`src/rtl/medidor_periodo_pkg.sv`:
```
// rtl/medidor_periodo_pkg.sv - shared state encoding and defaults for the period meter
package medidor_periodo_pkg;

   // Default counter width and timeout (in clockOriginal cycles)
   localparam int LARGURA_PADRAO  = 25;
   localparam int LIMITE_PADRAO   = 20000000;

   // Cycles after reset release during which iniciar is not accepted,
   // long enough for the synchronizer to flush a high sinalEntrada
   localparam int CICLOS_BLOQUEIO = 3;

   typedef enum logic [1:0] {
      OCIOSO        = 2'd0,
      ESPERA_BORDA1 = 2'd1,
      CONTANDO      = 2'd2,
      FIM           = 2'd3
   } estado_t;

endpackage

```
`src/rtl/sincronizador_borda.sv`:
```
// rtl/sincronizador_borda.sv - 2-flop synchronizer plus rising-edge detector
module sincronizador_borda (
   input  logic clk,
   input  logic rst,
   input  logic sinal_assinc,
   output logic borda
);

   logic sinc1_q, sinc1_d;
   logic sinc2_q, sinc2_d;
   logic anterior_q, anterior_d;

   // Shift chain: two metastability flops followed by the edge-history flop
   always_comb begin
      sinc1_d    = sinal_assinc;
      sinc2_d    = sinc1_q;
      anterior_d = sinc2_q;
   end

   // Chain registers, cleared so a high input after reset never looks like an old level
   always_ff @(posedge clk or posedge rst) begin
      if (rst) begin
         sinc1_q    <= 1'b0;
         sinc2_q    <= 1'b0;
         anterior_q <= 1'b0;
      end else begin
         sinc1_q    <= sinc1_d;
         sinc2_q    <= sinc2_d;
         anterior_q <= anterior_d;
      end
   end

   // One-cycle pulse in the cycle after the synchronized level rises
   always_comb begin
      borda = sinc2_q & ~anterior_q;
   end

endmodule

```
`src/rtl/medidor_periodo.sv`:
```
// rtl/medidor_periodo.sv - measures the period of a slow asynchronous signal in clock cycles
module medidor_periodo
   import medidor_periodo_pkg::*;
#(
   parameter int LARGURA = LARGURA_PADRAO,
   parameter int LIMITE  = LIMITE_PADRAO
) (
   input  logic               clockOriginal,
   input  logic               reset,
   input  logic               sinalEntrada,
   input  logic               iniciar,
   output logic [LARGURA-1:0] periodo,
   output logic               valido,
   output logic               ocupado,
   output logic               estouro
);

   localparam logic [LARGURA-1:0] ULTIMA_CONTAGEM  = LARGURA'(LIMITE - 1);
   localparam logic [LARGURA-1:0] UM               = LARGURA'(1);
   localparam logic [1:0]         BLOQUEIO_INICIAL = 2'(CICLOS_BLOQUEIO);

   estado_t            estado_q, estado_d;
   logic [LARGURA-1:0] contador_q, contador_d;
   logic [LARGURA-1:0] periodo_q, periodo_d;
   logic               estouro_q, estouro_d;
   logic [1:0]         bloqueio_q, bloqueio_d;

   logic               borda;
   logic               limite_atingido;
   logic               partida;

   sincronizador_borda u_sincronizador (
      .clk          (clockOriginal),
      .rst          (reset),
      .sinal_assinc (sinalEntrada),
      .borda        (borda)
   );

   // Shared decode: timeout reached, and a start request that is allowed right now
   always_comb begin
      limite_atingido = (contador_q == ULTIMA_CONTAGEM);
      partida         = iniciar && (bloqueio_q == 2'd0);
   end

   // State and datapath registers
   always_ff @(posedge clockOriginal or posedge reset) begin
      if (reset) begin
         estado_q   <= OCIOSO;
         contador_q <= '0;
         periodo_q  <= '0;
         estouro_q  <= 1'b0;
         bloqueio_q <= BLOQUEIO_INICIAL;
      end else begin
         estado_q   <= estado_d;
         contador_q <= contador_d;
         periodo_q  <= periodo_d;
         estouro_q  <= estouro_d;
         bloqueio_q <= bloqueio_d;
      end
   end

   // Next state: a borda always wins over a timeout in the same cycle
   always_comb begin
      estado_d = estado_q;
      case (estado_q)
         OCIOSO: begin
            if (partida) estado_d = ESPERA_BORDA1;
         end
         ESPERA_BORDA1: begin
            if (borda)                estado_d = CONTANDO;
            else if (limite_atingido) estado_d = OCIOSO;
         end
         CONTANDO: begin
            if (borda)                estado_d = FIM;
            else if (limite_atingido) estado_d = OCIOSO;
         end
         FIM:     estado_d = OCIOSO;
         default: estado_d = OCIOSO;
      endcase
   end

   // Counter, result and overflow flag; counter freezes at the timeout so it never wraps
   always_comb begin
      contador_d = contador_q;
      periodo_d  = periodo_q;
      estouro_d  = estouro_q;
      bloqueio_d = (bloqueio_q != 2'd0) ? bloqueio_q - 2'd1 : bloqueio_q;
      case (estado_q)
         OCIOSO: begin
            if (partida) begin
               contador_d = '0;
               estouro_d  = 1'b0;
            end
         end
         ESPERA_BORDA1: begin
            if (borda)                contador_d = '0;
            else if (limite_atingido) estouro_d  = 1'b1;
            else                      contador_d = contador_q + UM;
         end
         CONTANDO: begin
            if (borda)                periodo_d  = contador_q + UM;
            else if (limite_atingido) estouro_d  = 1'b1;
            else                      contador_d = contador_q + UM;
         end
         default: begin
         end
      endcase
   end

   // Outputs decoded from the current state and held registers
   always_comb begin
      valido  = (estado_q == FIM);
      ocupado = (estado_q == ESPERA_BORDA1) || (estado_q == CONTANDO);
      periodo = periodo_q;
      estouro = estouro_q;
   end

endmodule

```
`config.mk`:
```
export PLATFORM = sky130hd
export DESIGN_NAME = medidor_periodo
export DESIGN_NICKNAME = d
export VERILOG_FILES = /design/src/rtl/medidor_periodo_pkg.sv /design/src/rtl/sincronizador_borda.sv /design/src/rtl/medidor_periodo.sv
export SDC_FILE = /design/constraint.sdc
export NUM_CORES = 1
export LEC_CHECK = 0
export CAP_MARGIN = 10
export CELL_PAD_IN_SITES_DETAIL_PLACEMENT = 2
export CELL_PAD_IN_SITES_GLOBAL_PLACEMENT = 2
export CORE_ASPECT_RATIO = 0.8
export CORE_UTILIZATION = 28
export CTS_BUF_LIST = sky130_fd_sc_hd__clkbuf_16
export DETAILED_ROUTE_END_ITERATION = 12
export DONT_BUFFER_PORTS = 1
export HOLD_SLACK_MARGIN = 0.03
export PLACE_DENSITY_LB_ADDON = 0.1
export SYNTH_ARGS = -nofsm -noshare
export SYNTH_HDL_FRONTEND = slang
export SYNTH_SLANG_ARGS = --single-unit
```
`constraint.sdc`:
```
create_clock -name clockOriginal -period 2.5 [get_ports clockOriginal]
set_input_delay 0.375 -clock clockOriginal [delete_from_list [all_inputs] [get_ports clockOriginal]]
set_output_delay 0.375 -clock clockOriginal [all_outputs]
set_load 0.005 [all_outputs]
```
Yosys cells after proc, flatten, opt, wreduce, memory -nomap -nowiden
Index checks and enable logic that the tools add are counted.
{"block": "word_totals", "register_bits": 58, "elab_cells": 45, "out_inout_bits": 28}
{"block": "op_classes", "eq_ne": 8, "add_sub_neg": 2, "n_bitwise": 2, "n_reduce_logical": 11, "n_mux": 14}
{"op": "$mux 25", "count": 4}
{"op": "$pmux 25 s3", "count": 1}
{"op": "$add 25x1->25 const B", "count": 1}
{"op": "$eq 25x25->1 const B", "count": 1}
{"op": "$mux 2", "count": 4}
{"op": "$pmux 2 s4", "count": 1}
{"op": "$ne 2x2->1 const B", "count": 3}
{"op": "$eq 2x2->1 const B", "count": 2}
{"op": "$logic_not 2->1", "count": 2}
{"op": "$reduce_and 4->1", "count": 1}
{"op": "$reduce_bool 2->1", "count": 2}
{"op": "$mux 1", "count": 3}
{"op": "$reduce_and 3->1", "count": 1}
{"op": "$reduce_bool 3->1", "count": 1}
{"op": "$eq 2x1->1 const B", "count": 1}
{"op": "$ne 2x1->1 const B", "count": 1}
{"op": "$pmux 1 s2", "count": 1}
{"op": "$reduce_and 2->1", "count": 1}
{"op": "$reduce_or 2->1", "count": 1}
{"op": "$sub 2x1->2 const B", "count": 1}
{"op": "$and 1x1->1", "count": 1}
{"op": "$logic_and 1x1->1", "count": 1}
{"op": "$logic_or 1x1->1", "count": 1}
{"op": "$not 1->1", "count": 1}

Depth between registers and ports, before layout
{"block": "depth", "ltp_word": 4, "ltp_mapped": 9}

Hierarchy
Synthesis repeated with hierarchy kept, for this count alone.
{"block": "unflattened", "hier_cells": 328, "area_unflattened_um2": 3241.9}
{"mod": "medidor_periodo", "n_inst": 1, "cells_each": 323, "area_each_um2": 3149.3}
{"mod": "sincronizador_borda", "n_inst": 1, "cells_each": 5, "area_each_um2": 92.6}

Worst setup path before layout
No wires, ideal clock.
{"block": "synth_timing", "kind": "register to register", "start": "register contador_q[0]", "end": "register contador_q[1]", "required_time_ns": 2.370, "setup_ns": 0.130, "path_buffers": 2, "path_stages_with_launch": 9, "slack_ns": 0.364, "arrival_time_ns": 2.007, "path_cell_list": "dfrtp_1 -> ha_1 -> nand3_1 -> or4_4 -> o21ai_2 -> buf_6 -> buf_12 -> mux2i_1 -> nor2_2"}
{"block": "synth_between", "elab_chain_len": 4}
{"item": "start: declaration", "line": "medidor_periodo.sv:23", "rtl": "logic [LARGURA-1:0] contador_q, contador_d;"}
{"item": "start signal: assignment", "line": "medidor_periodo.sv:55", "rtl": "contador_q <= contador_d;"}
{"item": "$add 25x1->25 or $eq 25x25->1 (tied branches)", "line": "medidor_periodo.sv:98, medidor_periodo.sv:103, medidor_periodo.sv:41"}
{"item": "$mux 25 *", "line": "medidor_periodo.sv:97, medidor_periodo.sv:102"}
{"item": "$mux 25 (on tied branches)", "line": "medidor_periodo.sv:101, medidor_periodo.sv:96"}
{"item": "$pmux 25 s3 *", "line": "medidor_periodo.sv:88", "rtl": "case (estado_q)"}
Mark *: on every way between the ends. The rest lies on a longest branch, timed or not. The select of a mux whose other input is x is not followed.
A chain may end at the register's enable or synchronous reset.

Worst setup path after layout
Ends and elaborated chain as after synthesis.

==> impl_metrics.tcl <==
set metrics [dict create \
    core_um2 10300 \
    setup_ws_ps 297 \
    vias_per_cell 4.95 \
    antenna_found_initial 0 \
    outcome "completed" \
    slew_headroom_pct 55.6 \
    grt_usage_pct 16.1 \
    rows 33 \
    async_reset_ff_share_pct 100 \
    multi_input_area_um2 1430 \
    period_minus_slack_ps 2200 \
    synth-warning-count 0 \
    synth.distinct_cells 45 \
    num_vias 2305 \
    path_max_fanout 20 \
    syn_area_um2 3010 \
    synth_nets 325 \
    grt_overflow 0 \
    p_total_uw 3050 \
    wl_per_cell_um 17.4 \
    reg2reg_slack_ps 300 \
    power.leakage_uw 0.00145 \
    synth-main-ff-cell "dfrtp_1" \
    maxCapViolations 0 \
    syn_inst 314 \
    syn2layout_area_growth_pct 15.6 \
    syn_area_per_cell_um2 9.57 \
    arrival_ps 2410 \
    worst_slew_pin_slew_ps 665 \
    finalHoldViolCount 0 \
    nNetsFinal 332 \
    die-area_um2 11200 \
    grt_pass1_wl_um 13800 \
    nFillCells 1121 \
    clock_sinks 58 \
    cts_setup_buffers 0 \
    gp_congestion 0.675 \
    grt_max_degree 49 \
    ant_nets 0 \
    wirelength_um 8090 \
    design_area_um2 3470 \
    clock_latency_ps 320 \
    peakVddDrop_v 0.000348 \
    min-delay-path-class "in2async" \
    skew_ps 5.22 \
    min_period_over_period_pct 88.1 \
    numPortBuffers 0 \
    die_height_um 94.7 \
    pre_cts_ws_ps 290 \
    reg2reg_depth 7 \
    regToRegEndpoint "contador_q[1]" \
    slew_violations 0 \
    p_per_area_nw_per_um2 879 \
    cts_tree "done" \
    cts_buffers 9 \
    ctsHoldBuffers 0 \
    tns_ps 0 \
    place_hpwl_um 5680 \
    worstSetupEndpointType "flop" \
    ys_ff_latch 58 \
    htreeDepth 3 \
    drt_first_iter_violations 67 \
    dpl_cell_area_um2 3190 \
    die-width_um 118 \
    dr.pass1.iters 4 \
    synth_edf_count 0 \
    post_cts_resized 0 \
    grt_pass1_vias 2523 \
    clk_pin_slew_ps 60 \
    seqCellArea_um2 1450 \
    startpoint_type "flop" \
    reg2reg_from "contador_q[0]" \
    fmax_ghz 0.454 \
    drc 0 \
    clk_path_buf_depth 2 \
    finalSetupViolations 0 \
    cts_root_buf "clkbuf_16" \
    layout_common_cells "56 x dfrtp_1, 45 x nand2_1, 30 x o21ai_0" \
    ios 32 \
    path_class "reg2reg" \
    ys_seq_area_share_pct 48.4 \
    drive_above_1_share_pct 12.6 \
    num_antenna_cells 0 \
    required_ps 2710 \
    final_common_cell "dfrtp_1" \
    floorplan.initialDensity_pct 29.1 \
    rsz0062_at_grt "false" \
]
layer usage:
| metal | track usage, % | share of wire [%] |
|---|---|---|
| met1 | 21.7 | 51 |
| met3 | 4.05 | 3.4 |
| met5 | 0 | 0 |
| met2 | 25.3 | 45 |
| met4 | 5.13 | 0.85 |
Yosys cell counts (2+ instances only):
cell type  instances  area (um2)
and3b_1            2        17.5
nand2_1           45         169
a21o_1             2        15.0
o21ai_0           30         150
dfstp_2            2        52.6
nand3_1           19        95.1
o21ai_1            5        25.0
xor2_1            25         219
ha_1               7        87.6
and3_1             4        25.0
inv_1              8        30.0
nor3_1             7        35.0
nand2b_1           2        12.5
clkbuf_1          11        41.3
mux2i_1            2        20.0
a21oi_2            2        17.5
nand4_1           10        62.6
o211ai_1           2        15.0
xnor2_1            9        78.8
o21ai_2            4        35.0
dfrtp_1           56        1400
nor2_1            16        60.1
or3_1             10        62.6
buf_6              2        22.5
o21a_1             2        15.0
nor4b_1            2        17.5
a21oi_1            9        45.0
and2_1             2        12.5
worst max-delay path by stage:
stage | depth (start not counted) | end | slack, ps | from
2_1_floorplan | 8 | contador_q[1] | 360 | contador_q[0]
3_3_place_gp | 7 | contador_q[1] | 400 | contador_q[0]
3_5_place_dp | 7 | contador_q[1] | 290 | contador_q[0]
4_1_cts | 7 | contador_q[1] | 280 | contador_q[0]
5_1_grt | 7 | contador_q[20] | 160 | contador_q[0]
6_report | 7 | contador_q[1] | 300 | contador_q[0]
where the power goes:
part           switching, uW  internal [uW]  total, uW
combinational            521            242        763
clock                    441            760       1200
sequential              72.0           1020       1090
total                   1030           2020       3050
per-stage QoR:
stage | cells | hold slack, ps | util, %
after global routing | 466 | 62.1 | 33.6
after detailed placement | 450 | 342 | 30.9
after floorplan | 314 | 331 | -
final | 466 | 28.9 | 33.6
after global placement | 450 | 333 | 30.9
after CTS | 466 | 49.5 | 33.6
worst max-delay path: stages (launching register included):
cell	delay, ps
dfrtp_1	430
ha_1	280
nand3_1	130
or4_4	540
o21ai_2	150
buf_4	270
mux2i_1	250
nor2_2	40
flip-flops by register name (all words and copies together), names as in the netlist:
signal	cells
u_sincronizador.anterior_d	1
u_sincronizador.sinc1_q	1
estouro	1
periodo	25
bloqueio_q	2
u_sincronizador.anterior_q	1
contador_q	25
estado_q	2
cells by family (layout without fill, tap and decap cells):
kind of cell	after synthesis	in the layout	share of synthesized area [%]
adder cells (fa/ha/maj)	7	7	2.91
XOR/XNOR	34	34	9.91
multiplexers	2	2	0.666
AO/OA/AOI/OAI	61	61	11.9
AND/OR/NAND/NOR	129	129	22.3
buffers and inverters	23	35	3.95
flip-flops	58	58	48.4
final cells by class:
type | instances | area share (%)
well taps | 140 | 5.04
repair buffers | 11 | 2.74
clock buffers | 9 | 6.48
inverters | 8 | 0.865
flip-flops and latches | 58 | 41.9
multi-input cells | 233 | 41.2
clock inverters | 7 | 1.77
Power figures use the tool's default switching activity.
